===== config.mk =====
export PLATFORM = sky130hd
export DESIGN_NAME = time_set_ctrl_flat
export DESIGN_NICKNAME = d
export VERILOG_FILES = /design/src/rtl/time_set_ctrl_if.sv /design/src/rtl/time_set_ctrl.sv /design/src/flat_wrapper.sv
export SDC_FILE = /design/constraint.sdc
export NUM_CORES = 1
export LEC_CHECK = 0
export BUFFER_PORTS_ARGS = -buffer_cell sky130_fd_sc_hd__buf_4
export CORE_MARGIN = 2
export CORE_UTILIZATION = 34
export CTS_CLUSTER_DIAMETER = 60
export CTS_CLUSTER_SIZE = 40
export DETAILED_ROUTE_END_ITERATION = 10
export GPL_TIMING_DRIVEN = 0
export SYNTH_ARGS = -nofsm -noshare
export SYNTH_HDL_FRONTEND = slang
export SYNTH_SLANG_ARGS = --single-unit
export TNS_END_PERCENT = 1

===== constraint.sdc =====
create_clock -name clk -period 4.4 [get_ports clk]
set_input_delay 0.22 -clock clk [delete_from_list [all_inputs] [get_ports clk]]
set_output_delay 0.22 -clock clk [all_outputs]
set_load 0.1 [all_outputs]

===== src/rtl/time_set_ctrl_if.sv =====
// Bus between the time-set controller and the clock counters / buttons.
interface time_set_ctrl_if;
  logic       tick;
  logic       btn_mode;
  logic       btn_inc;
  logic [5:0] sec_in;
  logic [5:0] min_in;
  logic [5:0] hr_in;
  logic       sec_cnt_en;
  logic       min_cnt_en;
  logic       hr_cnt_en;
  logic       sec_ld;
  logic       min_ld;
  logic       hr_ld;
  logic [5:0] ld_data;
  logic [1:0] sel;
  logic       blink;

  modport master (
    output tick, btn_mode, btn_inc, sec_in, min_in, hr_in,
    input  sec_cnt_en, min_cnt_en, hr_cnt_en, sec_ld, min_ld, hr_ld,
           ld_data, sel, blink
  );

  modport slave (
    input  tick, btn_mode, btn_inc, sec_in, min_in, hr_in,
    output sec_cnt_en, min_cnt_en, hr_cnt_en, sec_ld, min_ld, hr_ld,
           ld_data, sel, blink
  );
endinterface


===== src/rtl/time_set_ctrl.sv =====
// Clock time-setting controller: RUN / set-hour / set-minute / set-second.
module time_set_ctrl #(
  parameter int unsigned HOUR_MAX   = 23,
  parameter int unsigned IDLE_TICKS = 30
) (
  input  logic           clk,
  input  logic           clear,
  time_set_ctrl_if.slave bus
);

  localparam int unsigned IDLE_W = $clog2(IDLE_TICKS + 1);

  typedef enum logic [1:0] {
    RUN     = 2'b00,
    SET_HR  = 2'b01,
    SET_MIN = 2'b10,
    SET_SEC = 2'b11
  } state_e;

  state_e            state_q, state_d;
  logic              mode_hist_q, mode_hist_d;
  logic              inc_hist_q, inc_hist_d;
  logic [IDLE_W-1:0] idle_q, idle_d;
  logic              blink_q, blink_d;
  logic              sec_ld_q, sec_ld_d;
  logic              min_ld_q, min_ld_d;
  logic              hr_ld_q, hr_ld_d;
  logic [5:0]        ld_data_q, ld_data_d;

  logic              mode_edge;
  logic              inc_edge;
  logic              idle_done;
  logic              run_active;
  logic [5:0]        field_val;
  logic [5:0]        field_lim;

  always_comb begin
    mode_edge = bus.btn_mode & ~mode_hist_q;
    inc_edge  = bus.btn_inc & ~inc_hist_q;
    idle_done = (state_q != RUN) && (idle_q == IDLE_W'(IDLE_TICKS));

    field_val = bus.sec_in;
    field_lim = 6'd59;
    case (state_q)
      SET_HR: begin
        field_val = bus.hr_in;
        field_lim = 6'(HOUR_MAX);
      end
      SET_MIN: begin
        field_val = bus.min_in;
        field_lim = 6'd59;
      end
      default: begin
        field_val = bus.sec_in;
        field_lim = 6'd59;
      end
    endcase

    // history registers always track the levels, including during clear
    mode_hist_d = bus.btn_mode;
    inc_hist_d  = bus.btn_inc;
    state_d     = state_q;
    idle_d      = idle_q;
    blink_d     = blink_q;
    sec_ld_d    = 1'b0;
    min_ld_d    = 1'b0;
    hr_ld_d     = 1'b0;
    ld_data_d   = ld_data_q;

    // priority: clear > idle timeout > mode edge > inc edge / tick
    if (clear) begin
      state_d   = RUN;
      idle_d    = '0;
      blink_d   = 1'b0;
      ld_data_d = '0;
    end else if (idle_done) begin
      state_d = RUN;
      idle_d  = '0;
      blink_d = 1'b0;
    end else if (mode_edge) begin
      state_d = state_e'(state_q + 2'd1);
      idle_d  = '0;
      blink_d = (state_q != SET_SEC);
    end else if (state_q != RUN) begin
      if (inc_edge) begin
        idle_d    = '0;
        ld_data_d = (field_val >= field_lim) ? '0 : field_val + 6'd1;
        hr_ld_d   = (state_q == SET_HR);
        min_ld_d  = (state_q == SET_MIN);
        sec_ld_d  = (state_q == SET_SEC);
      end else if (bus.tick) begin
        idle_d = idle_q + IDLE_W'(1);
      end
      if (bus.tick) begin
        blink_d = ~blink_q;
      end
    end
  end

  always_ff @(posedge clk) begin
    state_q     <= state_d;
    mode_hist_q <= mode_hist_d;
    inc_hist_q  <= inc_hist_d;
    idle_q      <= idle_d;
    blink_q     <= blink_d;
    sec_ld_q    <= sec_ld_d;
    min_ld_q    <= min_ld_d;
    hr_ld_q     <= hr_ld_d;
    ld_data_q   <= ld_data_d;
  end

  // clear masks the registered outputs so they read as reset from its first cycle
  assign run_active     = (state_q == RUN) && !clear;
  assign bus.sec_cnt_en = run_active & bus.tick;
  assign bus.min_cnt_en = run_active & bus.tick & (bus.sec_in == 6'd59);
  assign bus.hr_cnt_en  = run_active & bus.tick & (bus.sec_in == 6'd59) & (bus.min_in == 6'd59);
  assign bus.sec_ld     = sec_ld_q & ~clear;
  assign bus.min_ld     = min_ld_q & ~clear;
  assign bus.hr_ld      = hr_ld_q & ~clear;
  assign bus.ld_data    = clear ? '0 : ld_data_q;
  assign bus.sel        = clear ? RUN : state_q;
  assign bus.blink      = blink_q & ~clear;

endmodule


===== src/flat_wrapper.sv =====
// flat-port wrapper written by rule: the top's interface ports become plain ports
module time_set_ctrl_flat 
#(
  parameter int unsigned HOUR_MAX   = 23,
  parameter int unsigned IDLE_TICKS = 30
)
  (clk, clear, bus_tick, bus_btn_mode, bus_btn_inc, bus_sec_in, bus_min_in, bus_hr_in, bus_sec_cnt_en, bus_min_cnt_en, bus_hr_cnt_en, bus_sec_ld, bus_min_ld, bus_hr_ld, bus_ld_data, bus_sel, bus_blink);
  time_set_ctrl_if bus_i ();
  input  logic clk;
  input  logic clear;
  input wire logic [$bits(bus_i.tick)-1:0] bus_tick;
  input wire logic [$bits(bus_i.btn_mode)-1:0] bus_btn_mode;
  input wire logic [$bits(bus_i.btn_inc)-1:0] bus_btn_inc;
  input wire logic [$bits(bus_i.sec_in)-1:0] bus_sec_in;
  input wire logic [$bits(bus_i.min_in)-1:0] bus_min_in;
  input wire logic [$bits(bus_i.hr_in)-1:0] bus_hr_in;
  output wire logic [$bits(bus_i.sec_cnt_en)-1:0] bus_sec_cnt_en;
  output wire logic [$bits(bus_i.min_cnt_en)-1:0] bus_min_cnt_en;
  output wire logic [$bits(bus_i.hr_cnt_en)-1:0] bus_hr_cnt_en;
  output wire logic [$bits(bus_i.sec_ld)-1:0] bus_sec_ld;
  output wire logic [$bits(bus_i.min_ld)-1:0] bus_min_ld;
  output wire logic [$bits(bus_i.hr_ld)-1:0] bus_hr_ld;
  output wire logic [$bits(bus_i.ld_data)-1:0] bus_ld_data;
  output wire logic [$bits(bus_i.sel)-1:0] bus_sel;
  output wire logic [$bits(bus_i.blink)-1:0] bus_blink;
  assign bus_i.tick = bus_tick;
  assign bus_i.btn_mode = bus_btn_mode;
  assign bus_i.btn_inc = bus_btn_inc;
  assign bus_i.sec_in = bus_sec_in;
  assign bus_i.min_in = bus_min_in;
  assign bus_i.hr_in = bus_hr_in;
  assign bus_sec_cnt_en = bus_i.sec_cnt_en;
  assign bus_min_cnt_en = bus_i.min_cnt_en;
  assign bus_hr_cnt_en = bus_i.hr_cnt_en;
  assign bus_sec_ld = bus_i.sec_ld;
  assign bus_min_ld = bus_i.min_ld;
  assign bus_hr_ld = bus_i.hr_ld;
  assign bus_ld_data = bus_i.ld_data;
  assign bus_sel = bus_i.sel;
  assign bus_blink = bus_i.blink;
  time_set_ctrl #(.HOUR_MAX(HOUR_MAX), .IDLE_TICKS(IDLE_TICKS)) u_core (.clk(clk), .clear(clear), .bus(bus_i));
endmodule

; ---- After elaboration in Yosys (flattened, before gate mapping)
; Index checks and enable logic that the tools add are counted.
[totals]
regBits = 19
in_bits = 23
output_inout_bits = 15
elab_cells = 61
[op_classes]
add_sub_neg = 3
magnitude_cmp = 1
eq_ne = 7
muxes = 10
bitwise = 17
n_reduce_logical = 14
[op_table]
columns = cell, n
row1 = 6-bit 2-to-1 mux, 3
row2 = "6-bit equality test, second input constant", 2
row3 = 6-bit case mux with 2 select lines, 1
row4 = 5-bit 2-to-1 mux, 2
row5 = 1-bit bitwise AND, 9
row6 = 1-bit inverter, 8
row7 = 2-bit nonzero test, 4
row8 = "6-bit by 1-bit adder with 6-bit output, second input constant", 1
row9 = 6-bit >= comparator, 1
row10 = "5-bit by 1-bit adder with 5-bit output, second input constant", 1
row11 = "5-bit equality test, second input constant", 1
row12 = 5-bit OR reduction, 1
row13 = "2-bit equality test, second input constant", 2
row14 = 2-bit AND reduction, 2
row15 = 4-bit AND reduction, 1
row16 = 1-bit 2-to-1 mux, 3
row17 = 3-bit OR reduction, 1
row18 = "2-bit by 1-bit adder with 2-bit output, second input constant", 1
row19 = "2-bit by 1-bit equality test with 1-bit output, second input constant", 1
row20 = 1-bit logical AND, 2
row21 = 2-bit logical NOT, 1
row22 = 2-bit 2-to-1 mux, 1
row23 = "2-bit inequality test, second input constant", 1
row24 = 2-bit OR reduction, 1
row25 = 1-bit logical NOT, 1

; ---- Depth between registers and ports, before layout
; Gate-level depths: netlist (run 1).
[depth]
word_depth = 5
mapped_depth = 11
depth_no_buf = 10

; ---- Worst setup path before layout (run 1)
; Ideal clock, no wire load.
[synth_path]
path_kind = reg2out
from = reg u_core.state_q[0]
to = out bus_hr_cnt_en
arrival_time_ps = 4835
required_time_ps = 4180
slack_ps = -655
path_stages_with_launch = 6
path_buffers = 0
path_cell_list = dfxtp_1 > inv_1 > ha_1 > nand2_1 > nor4_1 > and4_1
[synth_via]
elab_chain_len = 5
[synth_rtl]
columns = item, line
row1 = from (decl), time_set_ctrl.sv:20  ; state_e state_q, state_d;
row2 = from (signal assigned), time_set_ctrl.sv:101  ; state_q <= state_d;
row3 = 2-bit logical NOT, time_set_ctrl.sv:113  ; assign run_active = (state_q == RUN) && !clear;
row4 = 1-bit logical AND, time_set_ctrl.sv:113
row5 = 1-bit bitwise AND (2 in series), --
row6 = named net bus_min_cnt_en, flat_wrapper.sv:18  ; output wire logic [$bits(bus_i.min_cnt_en)-1:0] bus_min_cnt_en;
row7 = 1-bit bitwise AND, time_set_ctrl.sv:116  ; assign bus.hr_cnt_en = run_active & bus.tick & (bus.sec_in == 6'd59) & (bus.min_in == 6'd59);
row8 = to (decl), flat_wrapper.sv:19  ; output wire logic [$bits(bus_i.hr_cnt_en)-1:0] bus_hr_cnt_en;
; The timed path passes the listed nets, and every way through them passes these cells.

; ---- Worst setup path in the final report (run 1)
[layout_path]
from = reg u_core.state_q[0]
to = reg u_core.ld_data_q[4]
[layout_via]
elab_chain_len = 4
word_cells_on_any_way = 11
classes_between = add/sub: 1 / order compare: 1 / eq/ne: 2 / mux: 3 / bitwise: 1 / reduce/logical: 3
[layout_rtl]
columns = item, line
row1 = "2-bit equality test, or another cell as far along", time_set_ctrl.sv:44  ; case (state_q)
row2 = "6-bit case mux with 2 select lines, or another cell as far along", time_set_ctrl.sv:44
row3 = "6-bit by 1-bit adder with 6-bit output, or another cell as far along", time_set_ctrl.sv:87  ; ld_data_d = (field_val >= field_lim) ? '0 : field_val + 6'd1;
row4 = 6-bit 2-to-1 mux or 4-bit AND reduction (tied branches), --
row5 = to (signal assigned), time_set_ctrl.sv:109  ; ld_data_q <= ld_data_d;
row6 = to (decl), time_set_ctrl.sv:28  ; logic [5:0] ld_data_q, ld_data_d;
; Several ways; a longest one is shown, not always the timed one.
; A chain may end at the register's enable or synchronous reset.

==> results of run 1 <==
kinds of logic (layout without fill, tap and decap cells):
family                     Yosys count  after routing  share of synthesized area (%)
and+or+nand+nor                     65             65                           31.8
DFF                                 19             19                           31.1
buffers and inverters                9             50                           3.89
adders and majority gates           10             10                           10.2
xor gates and xnor gates             8              8                           5.74
AOI/OAI and AO/OA                   26             26                           17.2
cell usage after synthesis, types with 2 or more instances:
cell type / instances / area [um^2]
o21bai_1: 2 / 15.0
nor2b_4: 2 / 27.5
ha_1: 10 / 125
nand3_1: 5 / 25.0
dfxtp_1: 19 / 380
a21oi_2: 3 / 26.3
nand2_1: 7 / 26.3
a22oi_1: 6 / 45.0
nor3_1: 5 / 25.0
o2bb2ai_1: 3 / 26.3
xor2_1: 4 / 35.0
a21oi_1: 6 / 30.0
nor2b_1: 10 / 62.6
nor2_1: 18 / 67.6
nand4b_1: 2 / 17.5
nand4_1: 3 / 18.8
xnor2_1: 4 / 35.0
nor3b_2: 2 / 25.0
inv_1: 4 / 15.0
buf_2: 2 / 10.0
nor4_1: 2 / 12.5
worst max-delay path, stage by stage (launching register included):
cell	delay (ps)
dfxtp_1	420
inv_1	100
ha_1	350
buf_4	200
nor2_1	100
a21oi_1	80
ha_1	200
or3_4	400
nor3_4	180
nand2_2	110
o2bb2ai_1	160
how the worst min path moves through the flow:
stage	end	slack, ps	cells past startpoint	from
3_3_place_gp	u_core.inc_hist_q$_DFF_P_	330	1	bus_btn_inc
2_1_floorplan	u_core.inc_hist_q$_DFF_P_	250	0	bus_btn_inc
6_report	u_core.mode_hist_q$_DFF_P_	20	1	bus_btn_mode
3_5_place_dp	u_core.inc_hist_q$_DFF_P_	340	1	bus_btn_inc
4_1_cts	u_core.inc_hist_q$_DFF_P_	8	1	bus_btn_inc
5_1_grt	u_core.mode_hist_q$_DFF_P_	10	1	bus_btn_mode
per-stage QoR:
step / hold slack (ps) / setup slack, ps / cells
after CTS: 8.39 / 2000 / 223
after global placement: 335 / 2080 / 219
final: 23.1 / 2030 / 224
after global routing: 9.73 / 1770 / 224
after floorplan: 248 / 638 / 137
after detailed placement: 336 / 2030 / 219
cell usage in the layout, fill, tap and decap left out, types with 2 or more instances in the layout:
cell,instances
a22oi_1,6
xnor2_1,4
nor3b_2,2
nor2b_1,10
a21oi_2,3
o2bb2ai_1,3
ha_1,10
nand3_1,5
inv_1,4
a21oi_1,6
o21bai_1,2
dfxtp_1,19
nand4b_1,2
clkbuf_4,3
buf_2,2
nand4_1,3
nor2b_4,2
nor2_1,18
nand2_1,7
nor3_1,5
buf_4,37
xor2_1,4
registers in the layout, summed over array words and instances (netlist names):
name                cells
u_core.blink_q          1
u_core.hr_ld_q          1
u_core.idle_q           5
u_core.inc_hist_q       1
u_core.ld_data_q        6
u_core.min_ld_q         1
u_core.mode_hist_q      1
u_core.sec_ld_q         1
u_core.state_q          2
report_power, final:
part | total (W) | internal (W) | switching (W)
registers | 0.000181 | 0.000177 | 0.00000343
logic | 0.000132 | 0.0000532 | 0.0000789
clock network | 0.0000932 | 0.0000339 | 0.0000593
total | 0.000406 | 0.000264 | 0.000142
per-layer routing:
metal / vias to the layer above / global-route usage, %
met4: 0 / 1.63
li1: 575 / -
met5: - / 0
met3: 0 / 4.75
met1: 502 / 17.2
met2: 21 / 24.5
layout make-up:
type                    count  share of cell area [%]
repair buffers             37                    17.6
multi-input cells         109                    50.2
clock buffers               3                    1.41
inverters                   4                   0.943
flip-flops and latches     19                    23.9
well taps                  46                    3.61
clock inverters             1                   0.314
plain buffers               5                    2.04
timing repair:
item	4_1_cts	5_1_grt
endpoints found under the setup margin	0	0
hold buffers	0	1
gates resized for setup	0	0
endpoints found under the hold margin	0	1
==> out/qor.txt, run 1 <==
FF-to-FF setup slack -> 2030 ps
FMAX -> 0.421 GHz
Register area -> 380 um^2
CP startpoint -> u_core.state_q[0]$_SDFFE_PP0P_
Routed vias/inst -> 4.90
Worst skew pair latency -> 310 ps
Port bufs -> 36
Worst rel slew slack -> 70.9%
Crit end category -> flop
Post-layout util -> 47.0%
Synth cell types -> 39
Top_reg_cell synth -> dfxtp_1
GRT overflow -> 0
Min-Delay Path Class -> primary input to flop
Placed inst area -> 1560 um^2
Met2 WL post-DR -> 1.36 mm
Fin crit share -> 53.9%
CP Class -> flop to flop
WP data arrival -> 2610 ps
Share of layout cells above drive strength 1 -> 33.1%
Starting Density -> 36.0%
DR top layer -> met3
Htree depth -> 1
Hold violation total from the final report -> 0
Critical R2R Capture -> u_core.ld_data_q[4]$_SDFFE_PP0P_
Synthesized Nets -> 170
Final setup viols -> 0
Leak pwr -> 0.656 nW
M1 WL -> 1.26 mm
Row count -> 21
CP Max Fanout -> 10
Synthesis Warnings -> 0
Final WL -> 2.74 mm
Largest net degree at the start of global routing -> 12
Die X -> 63.9 um
Vias -> 1098
Crit path required time -> 4640 ps
Clk root buf -> clkbuf_4
Maxcap violations -> 0
Cell Area, Synth -> 1220 um^2
Final TNS setup -> 0 ps
Core area -> 3390 um^2
# fillers -> 337
CTS tree -> built
Seq/Total Area, Yosys -> 31.1%
Area grow syn2layout -> 30.4%
Clock buffer depth -> 2
Pwr Density -> 255 nW/um^2
First-pass GRT wire length -> 4.62 mm
Drt drc -> 0
RSZ-0062 raised after global routing -> false
Drt wl/cell -> 12.2 um
Fin area -> 1590 um^2
Worst-path clk slew -> 110 ps
Reg2Reg Launch Point -> u_core.state_q[0]$_SDFFE_PP0P_
Mapped Cells -> 137
First-pass iteration count of the detailed router -> 4
IO Count -> 38
DR iter-0 viols -> 42
Slew Limit Fails -> 0
Outcome -> completed
Diode count -> 0
CTS buffer count -> 3
Slew @ Worst Pin -> 436 ps
EDFF count, synth -> 0
Final Wtd Congestion -> 0.744
Syn_area_per_cell -> 8.91 um^2
Critical path endpoint -> u_core.ld_data_q[4]$_SDFFE_PP0P_
Die area -> 4090 um^2
Clock sinks -> 19
Setup Skew -> 7.00 ps
Vert. Die Dim -> 63.9 um
Ys async rst share -> 0%
Reg2Reg Depth -> 10
CP startpoint kind -> flop
Initial antenna violation count -> 0
Vias in the first global route -> 1064
Nets@finish -> 212
Hpwl dp -> 2.19 mm
Number of setup buffers added after CTS -> 0
All-Layer GR Usage -> 14.1%
Met3 routed WL -> 126 um
DRT antenna net count -> 0
Peak supply drop -> 0.183 mV
Final total power -> 0.000406 W
#FFs+latches synth -> 19
Multi-input gate area -> 800 um^2
Final Critical Period -> 2370 ps
(Power assumes the default switching activity.)
==> run 2, diff against run 1 <==
- clock period: 4.4 -> 2.4 ns (I/O delays scaled with it)
==> run 2 against run 1 <==
- sequential share of layout area shrank 0.47 points
- clock power grew 75%
- worst hold slack gained 240 ps
- wire length grew 4.6%
- sequential power grew 83%
- critical endpoint unchanged
==> out/qor.txt, run 2 (synthesis results as in run 1) <==
Slew @ Worst Pin -> 451 ps (+14.9 ps)
Final Critical Period -> 2240 ps (-131 ps)
Fin crit share -> 93.4% (+39 points)
Setup Skew -> 6.03 ps (-0.974 ps)
Initial antenna violation count -> 0 (unchanged)
IO Count -> 38 (unchanged)
Diode count -> 0 (unchanged)
Share of layout cells above drive strength 1 -> 36.3% (+3.2 points)
CTS tree -> built
Switching Fraction -> 34.1% (-0.82 points)
Worst skew pair latency -> 300 ps (about the same)
Core area -> 3390 um^2 (unchanged)
Starting Density -> 36.0% (unchanged)
Leak pwr -> 0.666 nW (+1.6%)
Number of setup buffers added after CTS -> 0 (unchanged)
Sw Pwr -> 0.000255 W (+80%)
Cts hold-fix bufs -> 2 (+2)
All-Layer GR Usage -> 14.4% (+0.32 points)
Port bufs -> 36 (unchanged)
Power share of the combinational group -> 34.0% (+1.5 points)
Max reg flops -> 6 (unchanged)
Final setup viols -> 0 (unchanged)
Area grow syn2layout -> 33.9%
Crit path top cell by count -> ha_1
DRT antenna net count -> 0 (unchanged)
Htree depth -> 1 (unchanged)
Final WL -> 2.87 mm (+4.6%)
Pwr Density -> 458 nW/um^2 (+80%)
CP Class -> flop to flop
Drt drc -> 0 (unchanged)
Maxcap violations -> 0 (unchanged)
FMAX -> 0.446 GHz (+5.8%)
Outcome -> completed
Slew Limit Fails -> 0 (unchanged)
Crit path required time -> 2630 ps (-2010 ps)
Clock buffer depth -> 2 (unchanged)
Crit end category -> flop
Min-Delay Path Class -> primary input to flop
Power Internal -> 0.000494 W (+87%)
Clock sinks -> 19 (unchanged)
Peak supply drop -> 0.223 mV (+22%)
First-pass GRT wire length -> 4.71 mm (+1.8%)
CP Max Fanout -> 9 (-1)
Worst-path clk slew -> 110 ps (about the same)
Worst path cell trace -> inv_2 -> ha_1 -> a22oi_1 -> a21oi_2 -> ha_1 -> a21oi_1 -> nand2_1 -> nand3_1 -> nand2_2 -> o2bb2ai_1
Final Wtd Congestion -> 0.760 (+2.1%)
Hpwl dp -> 2.28 mm (+3.8%)
CTS buffer count -> 3 (unchanged)
Post-CTS Resized -> 0 (unchanged)
Biggest register -> u_core.ld_data_q
Row count -> 21 (unchanged)
Largest registers -> u_core.ld_data_q (6), u_core.idle_q (5), u_core.state_q (2)
Die X -> 63.9 um (unchanged)
First-pass iteration count of the detailed router -> 4 (unchanged)
CP startpoint kind -> flop
Most frequent cells in the layout -> buf_4 (37), nor2_1 (18), dfxtp_1 (17)
CP max stage cell -> ha_1
Nets@finish -> 213 (+0.47%)
GRT overflow -> 0 (unchanged)
Clock share of power -> 21.7% (-1.3 points)
Drt wl/cell -> 12.8 um (+4.1%)
WP data arrival -> 2470 ps (-140 ps)
Worst path max stage delay -> 370 ps (-50 ps)
Post-layout util -> 48.2% (+1.3 points)
Vias in the first global route -> 1091 (+2.5%)
Most common cell after layout, fill and taps aside -> buf_4
RSZ-0062 raised after global routing -> false
WHS -> 265 ps (+241 ps)
Die area -> 4090 um^2 (unchanged)
Sequential Power Share -> 44.3% (-0.2 points)
Routed vias/inst -> 4.89 (-0.26%)
Worst rel slew slack -> 69.9% (-0.94 points)
Vert. Die Dim -> 63.9 um (unchanged)
Clk root buf -> clkbuf_4
Vias -> 1100 (+0.18%)
Largest net degree at the start of global routing -> 11 (-1)
DR iter-0 viols -> 23 (-45%)
Hold violation total from the final report -> 0 (unchanged)
Final TNS setup -> 0 ps (unchanged)
-- run 2: final cells by class --
cell class                      count  area (um^2)
Fill cell                         339         1750
Multi-Input combinational cell    109          831
Sequential cell                    19          383
Timing Repair Buffer               38          290
Tap cell                           46         57.6
Buffer                              5         32.5
Clock buffer                        4         26.3
Inverter                            4         15.0
-- run 2: through the flow --
stage	setup WS (ps)	area (um^2)	power, W	std cells
6_report	158	1640	0.000749	225
5_1_grt	7.87	1640	0.000792	225
4_1_cts	164	1640	0.000757	225
3_5_place_dp	199	1590	0.000591	219
3_3_place_gp	204	1590	0.000588	219
2_1_floorplan	-57.0	1260	0.000522	137
-- run 2: worst paths after layout --
path	start	endpoint	slack (ps)	cells past startpoint
setup reg to reg	u_core.state_q[1]$_SDFFE_PP0P_	u_core.ld_data_q[4]$_SDFFE_PP0P_	160	10
setup / recovery	u_core.state_q[1]$_SDFFE_PP0P_	u_core.ld_data_q[4]$_SDFFE_PP0P_	160	10
hold reg to reg	u_core.idle_q[4]$_SDFFE_PP0P_	u_core.idle_q[4]$_SDFFE_PP0P_	540	2
hold / removal	bus_tick	u_core.idle_q[1]$_SDFFE_PP0P_	260	4
-- run 2: routing by layer --
| layer | global-route usage, % | share of wire (%) | wire length (um) |
|---|---|---|---|
| met1 | 17.5 | 46 | 1330 |
| met2 | 25.3 | 49 | 1390 |
| met3 | 4.23 | 4.4 | 127 |
| met4 | 2.45 | 0.45 | 13 |
| met5 | 0 | 0 | 0 |
-- run 2: power groups by stage --
stage	combinational [W]	sequential, W	clock (W)
4_1_cts	0.000256	0.000332	0.000169
2_1_floorplan	0.000185	0.000338	0
6_report	0.000255	0.000332	0.000163
3_3_place_gp	0.000249	0.000339	0
3_5_place_dp	0.000252	0.000339	0
5_1_grt	0.000276	0.000334	0.000183
-- run 2: worst max-delay path, delay by kind of cell (launching register included) --
family | cells | cell delay, ps
buffers and inverters | 1 | 90
adder cells (fa/ha/maj) | 2 | 660
AO/OA/AOI/OAI | 4 | 730
flip-flops | 1 | 350
AND/OR/NAND/NOR | 3 | 350
==> run 3, diff against run 2 <==
--- a/config.mk
+++ b/config.mk
@@ -9,3 +9,3 @@
 export CORE_MARGIN = 2
-export CORE_UTILIZATION = 34
+export CORE_UTILIZATION = 50
 export CTS_CLUSTER_DIAMETER = 60
@@ -14,2 +14,3 @@
 export GPL_TIMING_DRIVEN = 0
+export PLACE_DENSITY = 0.78
 export SYNTH_ARGS = -nofsm -noshare
==> constraint.sdc (replaced) <==
create_clock -name clk -period 2.4 [get_ports clk]
set_input_delay 0.72 -clock clk [delete_from_list [all_inputs] [get_ports clk]]
set_output_delay 0.72 -clock clk [all_outputs]
set_load 0.1 [all_outputs]
==> run 3 against run 2 <==
- the run now ends with negative setup slack left
- first-iteration DRC count down 57%
- critical path type is now flop to primary output
- die area fell by 30%
- highest routed layer unchanged
- final cell count fell by 8.0%
- count of clock-buffer cells in the layout is 1 lower
- power increased by 2.4%
==> out/qor.txt, run 3 (synthesis results as in run 1) <==
Die area -> 2850 um^2 (-30%)
Final WL -> 2.81 mm (-2.2%)
Initial antenna violation count -> 0 (unchanged)
GRT overflow -> 0 (unchanged)
Vert. Die Dim -> 53.4 um (-16%)
Final Critical Period -> 2410 ps (+172 ps)
Die X -> 53.4 um (-16%)
Crit-path leading delay family -> simple AND/OR/NAND/NOR gates
Crit end category -> primary output
CTS buffer count -> 3 (unchanged)
Final Wtd Congestion -> 0.876 (+15%)
Worst setup slack after layout -> -14.3 ps (-172 ps)
Number of placed instances, taps included -> 201 (-8.2%)
Slew @ Worst Pin -> 478 ps (+27.0 ps)
Final total power -> 0.000767 W (+2.4%)
FMAX -> 0.414 GHz (-7.1%)
Outcome -> finished, violations left
DR iter-0 viols -> 10 (-57%)
Reg2Reg Launch Point -> u_core.state_q[1]$_SDFFE_PP0P_
Post-Layout Cell Count -> 207 (-8.0%)
CP startpoint -> u_core.state_q[1]$_SDFFE_PP0P_
Port bufs -> 36 (unchanged)
Worst rel slew slack -> 68.1% (-1.9 points)
Core area -> 2250 um^2 (-33%)
Worst path max stage delay -> 350 ps (-20 ps)
Crit path required time -> 1680 ps (-950 ps)
Buf+Inv Stages, Crit Path -> 2 (+1)
Leak pwr -> 0.672 nW (+0.87%)
Clock sinks -> 19 (unchanged)
Row count -> 17 (-19%)
Critical path endpoint -> bus_hr_cnt_en
Drt wl/cell -> 13.6 um (+6.3%)
Reg2Reg Depth -> 11 (+1)
Min-Delay Path Class -> primary input to flop
CP max stage cell -> dfxtp_2
Pwr Density -> 470 nW/um^2 (+2.6%)
Pre-CTS setup slack -> -69.8 ps (-269 ps)
Htree depth -> 1 (unchanged)
Multi-input gate area -> 833 um^2 (+0.30%)
Biggest register -> u_core.ld_data_q
Largest net degree at the start of global routing -> 13 (+2)
Starting Density -> 54.2% (+18 points)
Most common cell after layout, fill and taps aside -> buf_4
Routed vias/inst -> 5.43 (+11%)
RSZ-0062 raised after global routing -> true
Vias in the first global route -> 1059 (-2.9%)
Clk root buf -> clkbuf_4
Area grow syn2layout -> 33.7%
Slew Limit Fails -> 0 (unchanged)
First-pass GRT wire length -> 4.60 mm (-2.3%)
Critical R2R Capture -> u_core.ld_data_q[0]$_SDFFE_PP0P_
Diode count -> 0 (unchanged)
Most frequent cells in the layout -> buf_4 (38), nor2_1 (18), dfxtp_1 (17)
FF-to-FF setup slack -> 210 ps (+50 ps)
Critical path depth -> 6 (-4)
Maxcap violations -> 0 (unchanged)
IO Count -> 38 (unchanged)
Failing checks -> negative setup slack
Worst-path clk slew -> 120 ps (about the same)
Nets@finish -> 213 (unchanged)
CP Max Fanout -> 4 (-5)
CP startpoint kind -> flop
Register area -> 385 um^2 (+0.65%)
Fin crit share -> 101% (+7.2 points)
# fillers -> 181 (-47%)
CP Class -> flop to primary output
DRT antenna net count -> 0 (unchanged)
Hold violation total from the final report -> 0 (unchanged)
First-pass iteration count of the detailed router -> 4 (unchanged)
Largest registers -> u_core.ld_data_q (6), u_core.idle_q (5), u_core.state_q (2)
Worst skew pair latency -> 310 ps (about the same)
Vias -> 1123 (+2.1%)
Setup Skew -> 3.06 ps (-2.96 ps)
Max reg flops -> 6 (unchanged)
All-Layer GR Usage -> 22.2% (+7.8 points)
Hpwl dp -> 2.18 mm (-4.3%)
Peak supply drop -> 0.402 mV (+80%)
Share of layout cells above drive strength 1 -> 39.1% (+2.8 points)
Drt drc -> 0 (unchanged)
Clock buffer depth -> 2 (unchanged)
Final TNS setup -> -14.3 ps (-14.3 ps)
CTS tree -> built
Worst path cell trace -> inv_2 -> ha_4 -> nand2_4 -> nor4_4 -> and4_4 -> buf_12
Final setup viols -> 1 (+1)
WP data arrival -> 1690 ps (-780 ps)
-- run 3: changes by cell type in the layout (fill, tap and decap cells not counted), sizes merged --
cell | before | now
dlygate4sd3 | 2 | 0
clkinvlp | 0 | 1
buf | 41 | 42
-- run 3: timing repair --
item                                   4_1_cts  5_1_grt
resized for setup                           13        2
pin swaps                                    2        0
endpoints found under the hold margin        0        0
setup endpoints to repair                    5       14
buffers inserted                             2        0
hold buffers                                 0        0
-- run 3: layout make-up --
class | count | share of cell area, %
multi-input combinational | 109 | 51.0
sequential | 19 | 23.6
timing repair buffer | 38 | 18.2
tap | 28 | 2.15
buffer | 5 | 2.07
clock buffer | 3 | 1.38
inverter | 4 | 1.07
clock inverter | 1 | 0.460
-- run 3: how the worst min path moves through the flow --
stage | start | endpoint | cells past startpoint
floorplan | u_core.idle_q[4]$_SDFFE_PP0P_ | u_core.idle_q[4]$_SDFFE_PP0P_ | 2
global placement | u_core.idle_q[4]$_SDFFE_PP0P_ | u_core.idle_q[4]$_SDFFE_PP0P_ | 2
detailed placement | u_core.idle_q[4]$_SDFFE_PP0P_ | u_core.idle_q[4]$_SDFFE_PP0P_ | 2
CTS | bus_btn_inc | u_core.inc_hist_q$_DFF_P_ | 1
global route | bus_btn_inc | u_core.inc_hist_q$_DFF_P_ | 1
finish | bus_btn_inc | u_core.inc_hist_q$_DFF_P_ | 1
-- run 3: power by group --
part           total [W]  switching (W)  internal, W
Sequential      0.000331     0.00000646     0.000325
Combinational   0.000260       0.000153     0.000107
Clock           0.000176       0.000113    0.0000637
Total           0.000767       0.000272     0.000495
-- run 3: routing by layer --
layer  track usage (%)  part of all wire [%]  wire length, um  vias up
li1                  -                     -                -      574
met1              28.7                    47             1320      523
met2              36.8                    48             1350       23
met3              3.39                   3.3               94        3
met4              7.69                   1.2               35        0
met5                 0                     0                0        -
-- run 3: per-stage QoR --
stage	util, %	instance area, um^2	hold slack [ps]
6_report	72.4	1630	507
5_1_grt	72.4	1630	488
4_1_cts	72.3	1630	495
3_5_place_dp	68.5	1540	512
3_3_place_gp	68.5	1540	499
2_1_floorplan	-	1240	479
